**config.mk**
```make
export PLATFORM = sky130hd
export DESIGN_NAME = ram_arbiter_flat
export DESIGN_NICKNAME = d
export VERILOG_FILES = /design/src/rtl/mem_pkg.sv /design/src/rtl/ram_arbiter_if.sv /design/src/rtl/rr_arb2.sv /design/src/rtl/ram_arbiter.sv /design/src/flat_wrapper.sv
export SDC_FILE = /design/constraint.sdc
export NUM_CORES = 1
export LEC_CHECK = 0
export CORE_MARGIN = 10
export CORE_UTILIZATION = 41
export DETAILED_ROUTE_END_ITERATION = 6
export GPL_TIMING_DRIVEN = 0
export HOLD_SLACK_MARGIN = 0.05
export PLACE_DENSITY = 0.74
export SYNTH_ARGS = -nofsm -noshare
export SYNTH_HDL_FRONTEND = slang
export SYNTH_SLANG_ARGS = --single-unit
```
**constraint.sdc**
```tcl
create_clock -name clk -period 5 [get_ports clk]
set_input_delay 1.5 -clock clk [delete_from_list [all_inputs] [get_ports clk]]
set_output_delay 1.5 -clock clk [all_outputs]
set_load 0.01 [all_outputs]
```
**src/rtl/mem_pkg.sv**
```systemverilog
// Shared definitions for the data-RAM access controller.
//   DATA_SIZE / ADDRESS_SIZE : word width and word-address width of the RAM
//   state_t                  : sequencing states of ram_arbiter
//   mem_req_t                : a latched request {we, addr, wdata}
package mem_pkg;
  localparam int DATA_SIZE    = 32;
  localparam int ADDRESS_SIZE = 16;

  typedef enum logic [2:0] {
    IDLE, RD, WR_PREP, WR_ARM, WR_STROBE, ACK
  } state_t;

  typedef struct packed {
    logic                    we;
    logic [ADDRESS_SIZE-1:0] addr;
    logic [DATA_SIZE-1:0]    wdata;
  } mem_req_t;
endpackage

```
**src/rtl/ram_arbiter_if.sv**
```systemverilog
// Bus bundle between the two requesters, the arbiter and the RAM load/store pins.
//   req*/we*/addr*/wdata*  : requester side, level request held until ack
//   ack*/rdata/busy        : completion pulses, load data, activity flag
//   ram_*                  : RAM read_write/address/data_in/data_out pins
// Modports: slave = the arbiter, master = requesters + RAM.
interface ram_arbiter_if;
  import mem_pkg::*;

  logic                    req0, req1;
  logic                    we0, we1;
  logic [ADDRESS_SIZE-1:0] addr0, addr1;
  logic [DATA_SIZE-1:0]    wdata0, wdata1;
  logic                    ack0, ack1;
  logic [DATA_SIZE-1:0]    rdata;
  logic                    busy;
  logic                    ram_read_write;
  logic [ADDRESS_SIZE-1:0] ram_address;
  logic [DATA_SIZE-1:0]    ram_data_in;
  logic [DATA_SIZE-1:0]    ram_data_out;

  modport slave (
    input  req0, req1, we0, we1, addr0, addr1, wdata0, wdata1, ram_data_out,
    output ack0, ack1, rdata, busy, ram_read_write, ram_address, ram_data_in
  );

  modport master (
    output req0, req1, we0, we1, addr0, addr1, wdata0, wdata1, ram_data_out,
    input  ack0, ack1, rdata, busy, ram_read_write, ram_address, ram_data_in
  );
endinterface

```
**src/rtl/rr_arb2.sv**
```systemverilog
// Two-way round-robin picker.
//   req[1:0]   : pending requests
//   last_grant : port granted most recently; the other port wins a tie
//   enable     : only pick when the caller can accept a grant
//   gnt        : winning port index
//   valid      : a grant is being offered this cycle
module rr_arb2 (
  input  logic [1:0] req,
  input  logic       last_grant,
  input  logic       enable,
  output logic       gnt,
  output logic       valid
);
  always_comb begin
    valid = enable & (|req);
    gnt   = (req == 2'b11) ? ~last_grant : req[1];
  end
endmodule

```
**src/rtl/ram_arbiter.sv**
```systemverilog
// Round-robin access controller in front of the data RAM's load/store port.
//   clk, reset : system clock, asynchronous active-high reset
//   bus        : ram_arbiter_if.slave (requester handshake + RAM pins)
// The RAM commits a write on any data_in event while read_write is low, so a
// store pre-loads data_in with ~wdata while rw is still high, drops rw with
// data_in unchanged, then flips data_in to wdata: exactly one event with rw=0.
// All outputs are registered; the comb block computes their next values.
module ram_arbiter
  import mem_pkg::*;
(
  input  logic          clk,
  input  logic          reset,
  ram_arbiter_if.slave  bus
);
  state_t                  state, state_nx;
  mem_req_t                cur_q, cur_nx, win;
  logic                    gnt_q, gnt_nx;
  logic                    last_grant_q, last_nx;
  logic                    pick_gnt, pick_vld;

  logic                    rw_q, rw_nx;
  logic [ADDRESS_SIZE-1:0] addr_q, addr_nx;
  logic [DATA_SIZE-1:0]    din_q, din_nx;
  logic [DATA_SIZE-1:0]    rdata_q, rdata_nx;
  logic [1:0]              ack_q, ack_nx;
  logic                    busy_q, busy_nx;

  rr_arb2 u_arb (
    .req        ({bus.req1, bus.req0}),
    .last_grant (last_grant_q),
    .enable     (state == IDLE),
    .gnt        (pick_gnt),
    .valid      (pick_vld)
  );

  always_comb begin
    win = pick_gnt ? mem_req_t'{bus.we1, bus.addr1, bus.wdata1}
                   : mem_req_t'{bus.we0, bus.addr0, bus.wdata0};
  end

  // Next-state and next-output logic; every rw_nx etc. is the value the pin
  // will carry in the state being entered.
  always_comb begin
    state_nx = state;
    cur_nx   = cur_q;
    gnt_nx   = gnt_q;
    last_nx  = last_grant_q;
    rw_nx    = 1'b1;
    addr_nx  = addr_q;
    din_nx   = din_q;
    rdata_nx = rdata_q;
    ack_nx   = 2'b00;
    case (state)
      IDLE: begin
        if (pick_vld) begin
          cur_nx  = win;
          gnt_nx  = pick_gnt;
          last_nx = pick_gnt;
          addr_nx = win.addr;
          if (win.we) begin
            din_nx   = ~win.wdata;   // arm data_in opposite to the final value
            state_nx = WR_PREP;
          end else begin
            state_nx = RD;
          end
        end
      end
      RD: begin
        addr_nx = cur_q.addr;
        if (!cur_q.we) rdata_nx = bus.ram_data_out;
        ack_nx[gnt_q] = 1'b1;
        state_nx = ACK;
      end
      WR_PREP: begin
        addr_nx  = cur_q.addr;
        rw_nx    = 1'b0;             // drop rw with data_in held: no event
        state_nx = WR_ARM;
      end
      WR_ARM: begin
        addr_nx  = cur_q.addr;
        rw_nx    = 1'b0;
        din_nx   = cur_q.wdata;      // the single committing transition
        state_nx = WR_STROBE;
      end
      WR_STROBE: begin
        addr_nx = cur_q.addr;
        ack_nx[gnt_q] = 1'b1;
        state_nx = ACK;
      end
      ACK:     state_nx = IDLE;
      default: state_nx = IDLE;
    endcase
    busy_nx = (state_nx != IDLE);
  end

  always_ff @(posedge clk or posedge reset) begin
    if (reset) begin
      state        <= IDLE;
      cur_q        <= '0;
      gnt_q        <= 1'b0;
      last_grant_q <= 1'b1;          // port 0 wins the first contest
      rw_q         <= 1'b1;
      addr_q       <= '0;
      din_q        <= '0;
      rdata_q      <= '0;
      ack_q        <= 2'b00;
      busy_q       <= 1'b0;
    end else begin
      state        <= state_nx;
      cur_q        <= cur_nx;
      gnt_q        <= gnt_nx;
      last_grant_q <= last_nx;
      rw_q         <= rw_nx;
      addr_q       <= addr_nx;
      din_q        <= din_nx;
      rdata_q      <= rdata_nx;
      ack_q        <= ack_nx;
      busy_q       <= busy_nx;
    end
  end

  assign bus.ram_read_write = rw_q;
  assign bus.ram_address    = addr_q;
  assign bus.ram_data_in    = din_q;
  assign bus.rdata          = rdata_q;
  assign bus.ack0           = ack_q[0];
  assign bus.ack1           = ack_q[1];
  assign bus.busy           = busy_q;
endmodule

```
**src/flat_wrapper.sv**
```systemverilog
// flat-port wrapper written by rule: the top's interface ports become plain ports
module ram_arbiter_flat import mem_pkg::*;
  (clk, reset, bus_req0, bus_req1, bus_we0, bus_we1, bus_addr0, bus_addr1, bus_wdata0, bus_wdata1, bus_ram_data_out, bus_ack0, bus_ack1, bus_rdata, bus_busy, bus_ram_read_write, bus_ram_address, bus_ram_data_in);
  ram_arbiter_if bus_i ();
  input  logic clk;
  input  logic reset;
  input wire logic [$bits(bus_i.req0)-1:0] bus_req0;
  input wire logic [$bits(bus_i.req1)-1:0] bus_req1;
  input wire logic [$bits(bus_i.we0)-1:0] bus_we0;
  input wire logic [$bits(bus_i.we1)-1:0] bus_we1;
  input wire logic [$bits(bus_i.addr0)-1:0] bus_addr0;
  input wire logic [$bits(bus_i.addr1)-1:0] bus_addr1;
  input wire logic [$bits(bus_i.wdata0)-1:0] bus_wdata0;
  input wire logic [$bits(bus_i.wdata1)-1:0] bus_wdata1;
  input wire logic [$bits(bus_i.ram_data_out)-1:0] bus_ram_data_out;
  output wire logic [$bits(bus_i.ack0)-1:0] bus_ack0;
  output wire logic [$bits(bus_i.ack1)-1:0] bus_ack1;
  output wire logic [$bits(bus_i.rdata)-1:0] bus_rdata;
  output wire logic [$bits(bus_i.busy)-1:0] bus_busy;
  output wire logic [$bits(bus_i.ram_read_write)-1:0] bus_ram_read_write;
  output wire logic [$bits(bus_i.ram_address)-1:0] bus_ram_address;
  output wire logic [$bits(bus_i.ram_data_in)-1:0] bus_ram_data_in;
  assign bus_i.req0 = bus_req0;
  assign bus_i.req1 = bus_req1;
  assign bus_i.we0 = bus_we0;
  assign bus_i.we1 = bus_we1;
  assign bus_i.addr0 = bus_addr0;
  assign bus_i.addr1 = bus_addr1;
  assign bus_i.wdata0 = bus_wdata0;
  assign bus_i.wdata1 = bus_wdata1;
  assign bus_i.ram_data_out = bus_ram_data_out;
  assign bus_ack0 = bus_i.ack0;
  assign bus_ack1 = bus_i.ack1;
  assign bus_rdata = bus_i.rdata;
  assign bus_busy = bus_i.busy;
  assign bus_ram_read_write = bus_i.ram_read_write;
  assign bus_ram_address = bus_i.ram_address;
  assign bus_ram_data_in = bus_i.ram_data_in;
  ram_arbiter u_core (.clk(clk), .reset(reset), .bus(bus_i));
endmodule
```
== Yosys cells after proc, flatten, opt, wreduce, memory -nomap -nowiden ==
Index checks and enable logic that the tools add are counted.
W data, S select, Z words.

* Add/sub/neg operators: 0
* Multiply operators: 0
* Divide/modulo/power cells: 0
* Magnitude comparators: 2
* Equal/unequal tests: 7
* Shift operators: 0
* Mux-type cells: 14
* Bitwise gates (word level): 4
* Reductions and logical operators: 13

{| class="wikitable"
|+ Operators with widths
! cell !! number
|-
| $mux W32 || 2
|-
| $pmux W32 S2 || 1
|-
| $mux W49 || 1
|-
| $not A32 Y32 || 1
|-
| $pmux W16 S2 || 1
|-
| $mux W16 || 1
|-
| $pmux W3 S4 || 1
|-
| $eq A3 B2 Y1 const B || 2
|-
| $reduce_and A2 Y1 || 3
|-
| $reduce_or A2 Y1 || 3
|-
| $mux W2 || 2
|-
| $ne A2 B1 Y1 const B || 2
|-
| $reduce_bool A2 Y1 || 2
|-
| $reduce_or A4 Y1 || 1
|-
| $eq A3 B1 Y1 const B || 1
|-
| $eq A3 B3 Y1 const B || 1
|-
| $logic_not A3 Y1 || 1
|-
| $mux W1 || 3
|-
| $mux W3 || 1
|-
| $reduce_and A3 Y1 || 1
|-
| $reduce_bool A3 Y1 || 1
|-
| $eq A2 B2 Y1 const B || 1
|-
| $lt A1 B2 Y1 const B || 1
|-
| $not A1 Y1 || 2
|-
| other kinds (4) || 4
|}

* Register bits: 138
* Latch bits: 0
* Memory bits (writable): 0
* Bits in read-only memories: 0
* Input port bits: 134
* Output and inout port bits: 84
* Word-level logic and storage cells: 52
* Memories: 0

== Logic depth before layout (Yosys ltp) ==
* Depth after elaboration: 7
* Gate-level depth with buffers: 8
* Gate-level depth less buffers: 4

== By module ==
A second synthesis with hierarchy kept.

* Cell total of the unflattened synthesis: 537
* Area total of the unflattened synthesis: 6015.8 um^2

{| class="wikitable"
|+ Modules (own cells, without submodules)
! module !! instances !! cells an instance !! area an instance (um^2) !! sequential area each (um^2)
|-
| ram_arbiter || 1 || 535 || 5997.0 || 3455.8
|-
| rr_arb2 || 1 || 2 || 18.8 || 0.0
|}

== Worst setup path before layout ==
No wires, ideal clock.

* Path type: input-to-reg
* Start point: in bus_req0
* End point: reg u_core.din_q[14], in the netlist u_core.bus.ram_data_in[14]
* Library setup time: 0.118 ns
* Data arrival time: 2.846 ns
* Data required time: 4.882 ns
* Path slack: 2.036 ns
* Stages on the path: 8
* Buffers on the path: 4
* Cell sequence: buf_2 a21bo_1 buf_4 mux2i_2 a221o_1 buf_6 buf_6 a21o_1

* Word-level cells in the longest chain between the ends: 7
* Elaborated cells on any way between the ends: 12
* Those cells by class: eq/ne: 3; mux: 5; bitwise: 2; reduce/logical: 2

{| class="wikitable"
|+ RTL lines
! item !! RTL line !! text
|-
| start, declared || flat_wrapper.sv:7 || <nowiki>input wire logic [$bits(bus_i.req0)-1:0] bus_req0;</nowiki>
|-
| $eq A2 B2 Y1 || rr_arb2.sv:16 || <nowiki>gnt = (req == 2'b11) ? ~last_grant : req[1];</nowiki>
|-
| $mux W1 || rr_arb2.sv:16 ||
|-
| $mux W49 || ram_arbiter.sv:37 || <nowiki>win = pick_gnt ? mem_req_t'{bus.we1, bus.addr1, bus.wdata1}</nowiki>
|-
| $not A32 Y32 || ram_arbiter.sv:61 || <nowiki>din_nx = ~win.wdata;</nowiki>
|-
| $mux W32 || ram_arbiter.sv:60 || <nowiki>if (win.we) begin</nowiki>
|-
| $mux W32 || ram_arbiter.sv:55 || <nowiki>if (pick_vld) begin</nowiki>
|-
| $pmux W32 S2 || ram_arbiter.sv:53 || <nowiki>case (state)</nowiki>
|-
| end signal, assigned || ram_arbiter.sv:115 || <nowiki>din_q <= din_nx;</nowiki>
|-
| end, declared || ram_arbiter.sv:23 || <nowiki>logic [DATA_SIZE-1:0] din_q, din_nx;</nowiki>
|}

Parallel ways exist; a longest one is shown, timed or not. The select of a mux whose other input is x is not followed.
A chain may end at the register's enable or synchronous reset.

== Worst setup path in the final report ==
* Start point: in bus_req1
* End point: reg u_core.din_q[14], in the netlist u_core.bus.ram_data_in[14]

* Word-level cells in the longest chain between the ends: 7
* Elaborated cells on any way between the ends: 12
* Those cells by class: eq/ne: 3; mux: 5; bitwise: 2; reduce/logical: 2

{| class="wikitable"
|+ RTL lines
! item !! RTL line !! text
|-
| start, declared || flat_wrapper.sv:8 || <nowiki>input wire logic [$bits(bus_i.req1)-1:0] bus_req1;</nowiki>
|-
| $eq A2 B2 Y1 || rr_arb2.sv:16 ||
|-
| $mux W1 || rr_arb2.sv:16 ||
|-
| $mux W49 || ram_arbiter.sv:37 ||
|-
| $not A32 Y32 || ram_arbiter.sv:61 ||
|-
| $mux W32 || ram_arbiter.sv:60 ||
|-
| $mux W32 || ram_arbiter.sv:55 ||
|-
| $pmux W32 S2 || ram_arbiter.sv:53 ||
|}

Parallel ways exist; a longest one is shown, timed or not. The select of a mux whose other input is x is not followed.

==> key figures <==
Outcome
  • Status: finished, final reports clean

Synthesis
  • Synth Register Bits: about 140
  • Ys Warns: 0
  • Yosys top cell area share: a little under three fifths
  • Number of enable flip-flop cells after synthesis: 0
  • Top FF cell, synth: dfrtp_1
  • Cell taking the most area after synthesis: dfrtp_1
  • Post-Syn Nets: just over 700
  • Register area share after synthesis: 56.0%
  • Count leader, synth: dfrtp_1
  • Top cells by count, synth: dfrtp_1 (136), nand2_1 (117), a21o_1 (36), nor2_1 (35)
  • Yosys cell types: between 40 and 50
  • Mapped Cells: around 570
  • Main area contributors after synthesis: dfrtp_1 (55%), nand2_1 (7.1%), mux2_2 (6.0%)
  • Mapped Area: between 6000 and 7000 µm²
  • Async set-reset flop share out of synthesis: 100%
  • Syn_area_per_cell: around 11 µm²

Drt
  • DRT Pass-1 Iters: 5
  • Vias: around 5,600
  • Routed WL per cell: about 20 µm
  • Routed vias/inst: 5.60
  • Antenna viol nets, final: 0
  • Starting DRT DRC Count: between 300 and 400
  • Post-route DRC violation count: 0
  • Total Wirelength: between 20,000 and 25,000 µm

STA
  • Fmax: 0.291 GHz
  • Fin. max-slew vios: 0
  • Slew headroom: just under 60%
  • Setup violators final: 0
  • Final period util: between 60 and 70%
  • Tightest Pin Transition: 0.604 ns
  • RSZ-0062 raised after global routing: false
  • Clock skew: between 0.005 and 0.006 ns
  • Final hold vios: 0
  • TNS Setup: 0 ns
  • Fin crit period: between 3 and 4 ns

Worst setup path
  • Critical Path Start Type: input pin
  • Buf/Inv on CP: 2
  • CP max FO: 10
  • Crit path kind: in -> reg
  • CP max stage delay: a little under 0.6 ns
  • Worst Path Required: ~5.4 ns
  • Crit. Startpoint: bus_req1
  • Crit path depth: 6
  • Setup crit end: u_core.bus.ram_data_in[14]
  • Worst r2r src: u_core.last_grant_q
  • Critical path arrival: 3.79 ns
  • Worst R2R End: u_core.cur_q[1]
  • Setup crit end kind: flip-flop
  • R2R setup slack: 2.79 ns
  • Crit path max-delay family: compound AO/OA/AOI/OAI gates
  • Slowest stage cell, crit path: clkdlybuf4s50_1
  • R2R depth: 7
  • CP Cell Sequence: clkdlybuf4s50_1 > a21boi_2 > nand4b_2 > clkbuf_1 > o221ai_1 > a21o_1

Finish
  • Fin util: a little over three fifths
  • Number of fillers in the final layout: 1,149
  • Ratio of cells with drive above 1 in the final layout: 11.8%
  • # nets final: approximately 950
  • Area grow syn2layout: 48.9%

Clock tree
  • Post-CTS Setup Inserts: 0
  • Post-CTS sizing: 0
  • Htree depth: 4
  • Num CTS Buffers: 17
  • CTS Buffer Depth: 2
  • Root Driver: clkbuf_16
  • CTS tree: done
  • Hold_buf cts: 0
  • Clk Latency, worst-skew pair: between 0.4 and 0.5 ns
  • Sink Count: approximately 140
  • CTS clk-pin slew, worst paths: approximately 0.05 ns

Power and ir drop
  • Pwr per Cell Area: 611 nW/µm²
  • Peak VDD IR: 0.000267 V
  • Total power: about 5.6 mW
  • Leakage: about 4.0 nW

GRT
  • GRT Util Overall: approximately a fifth
  • Grt total ovfl: 0
  • Vias in the first global route: between 5,000 and 6,000
  • Largest net degree at the start of global routing: 43
  • Initial antenna violation count: 1
  • First-pass GRT wire length: 32,300 µm

Hold path
  • HP Class: reg -> reg

Placement
  • IO buf count: between 200 and 250
  • Gpl congestion: approximately 0.84
  • DP HPWL: ~16,000 µm

Floorplanning
  • # IOs: 218
  • Die extent in x: roughly 140 µm
  • Die Ht: around 140 µm
  • Rows: 44
  • Core area: ~15,000 µm²
  • Initial Utilization: between 40% and 50%
  • Die footprint: about 20,000 µm²

Flow run
  • Max-cap violations: 0
## worst min-delay path by stage
stage / end / from / cells past startpoint
after detailed placement: u_core.ack_q[0] / u_core.gnt_q / 1
final: u_core.ack_q[0] / u_core.gnt_q / 1
after floorplan: u_core.ack_q[0] / u_core.gnt_q / 1
after global placement: u_core.cur_q[46] / u_core.cur_q[46] / 1
after CTS: u_core.ack_q[0] / u_core.gnt_q / 1
after global routing: u_core.ack_q[0] / u_core.gnt_q / 1
## final cells by class
| cell class | instances | area, µm² | area share, % |
|---|---|---|---|
| clock buffer | 24 | 482 | 5.24 |
| buffer | 47 | 224 | 2.44 |
| timing repair buffer | 218 | 2210 | 24.1 |
| clock inverter | 7 | 91.3 | 0.993 |
| multi-input combinational | 385 | 2480 | 27.0 |
| inverter | 4 | 18.8 | 0.204 |
| antenna | 1 | 2.50 | 0.0272 |
| tap | 184 | 230 | 2.50 |
| sequential | 138 | 3460 | 37.6 |
## cells in the final DEF, fill, tap and decap left out, types with 3 or more instances in the layout
cell type        count
a21o_1              36
a21oi_1             17
a221o_1             17
a311oi_1            14
a31oi_1             33
and2_1              12
and3_1              14
buf_1                4
buf_12               3
buf_2               20
clkbuf_1            23
clkbuf_16           17
clkbuf_8             3
clkdlybuf4s50_1    215
clkinv_2             3
dfrtp_1            136
inv_1                3
mux2_2              33
nand2_1            117
nor2_1              35
o21ai_0              3
o221ai_1            18
o32a_1              14
## cells by family after synthesis
family | synth area share (%)
compound gates | 20.2
simple gates | 13.5
flops | 56.0
buf+inv | 3.87
xor+xnor | 0.284
mux | 6.24
## power by group
group | leakage, nW | total [mW] | switching (mW) | internal (mW)
Clock | 0.280 | 1.23 | 0.462 | 0.770
Sequential | 1.63 | 1.98 | 0.305 | 1.68
Combinational | 2.12 | 2.40 | 1.10 | 1.30
Total | 4.03 | 5.62 | 1.87 | 3.75
## metal layers
| metal | GRT usage (%) | vias to the layer above | wire length [µm] |
|---|---|---|---|
| li1 | - | 2558 | - |
| met1 | 24.6 | 2776 | 8350 |
| met2 | 32.4 | 263 | 9890 |
| met3 | 5.84 | 43 | 1600 |
| met4 | 8.52 | 0 | 577 |
| met5 | 0 | - | 0 |
## sequential cells by signal, indices dropped and copies added (netlist names)
register / flops
u_core.gnt_q: 1
u_core.bus.ram_address: 16
u_core.cur_q: 49
u_core.bus.ram_read_write: 1
u_core.bus.busy: 1
u_core.state: 3
u_core.last_grant_q: 1
u_core.bus.rdata: 32
u_core.ack_q: 2
u_core.bus.ram_data_in: 32
## worst register-to-register path, cell delays in order, from the launching register on
cell	delay [ns]
dfstp_2	0.58
a21bo_1	0.13
buf_4	0.17
buf_2	0.26
buf_2	0.28
buf_1	0.40
nand2_1	0.11
a31oi_1	0.19
## stage by stage
stage          cells  hold slack, ns  setup WS, ns  area [µm²]
3_5_place_dp     976           0.463          1.16        8620
5_1_grt         1007           0.497          1.44        9200
3_3_place_gp     973           0.458         0.598        8560
4_1_cts         1007           0.469          1.60        9200
2_1_floorplan    574           0.422          1.78        6180
6_report        1008           0.467          1.56        9200
Power figures use the tool's default switching activity.
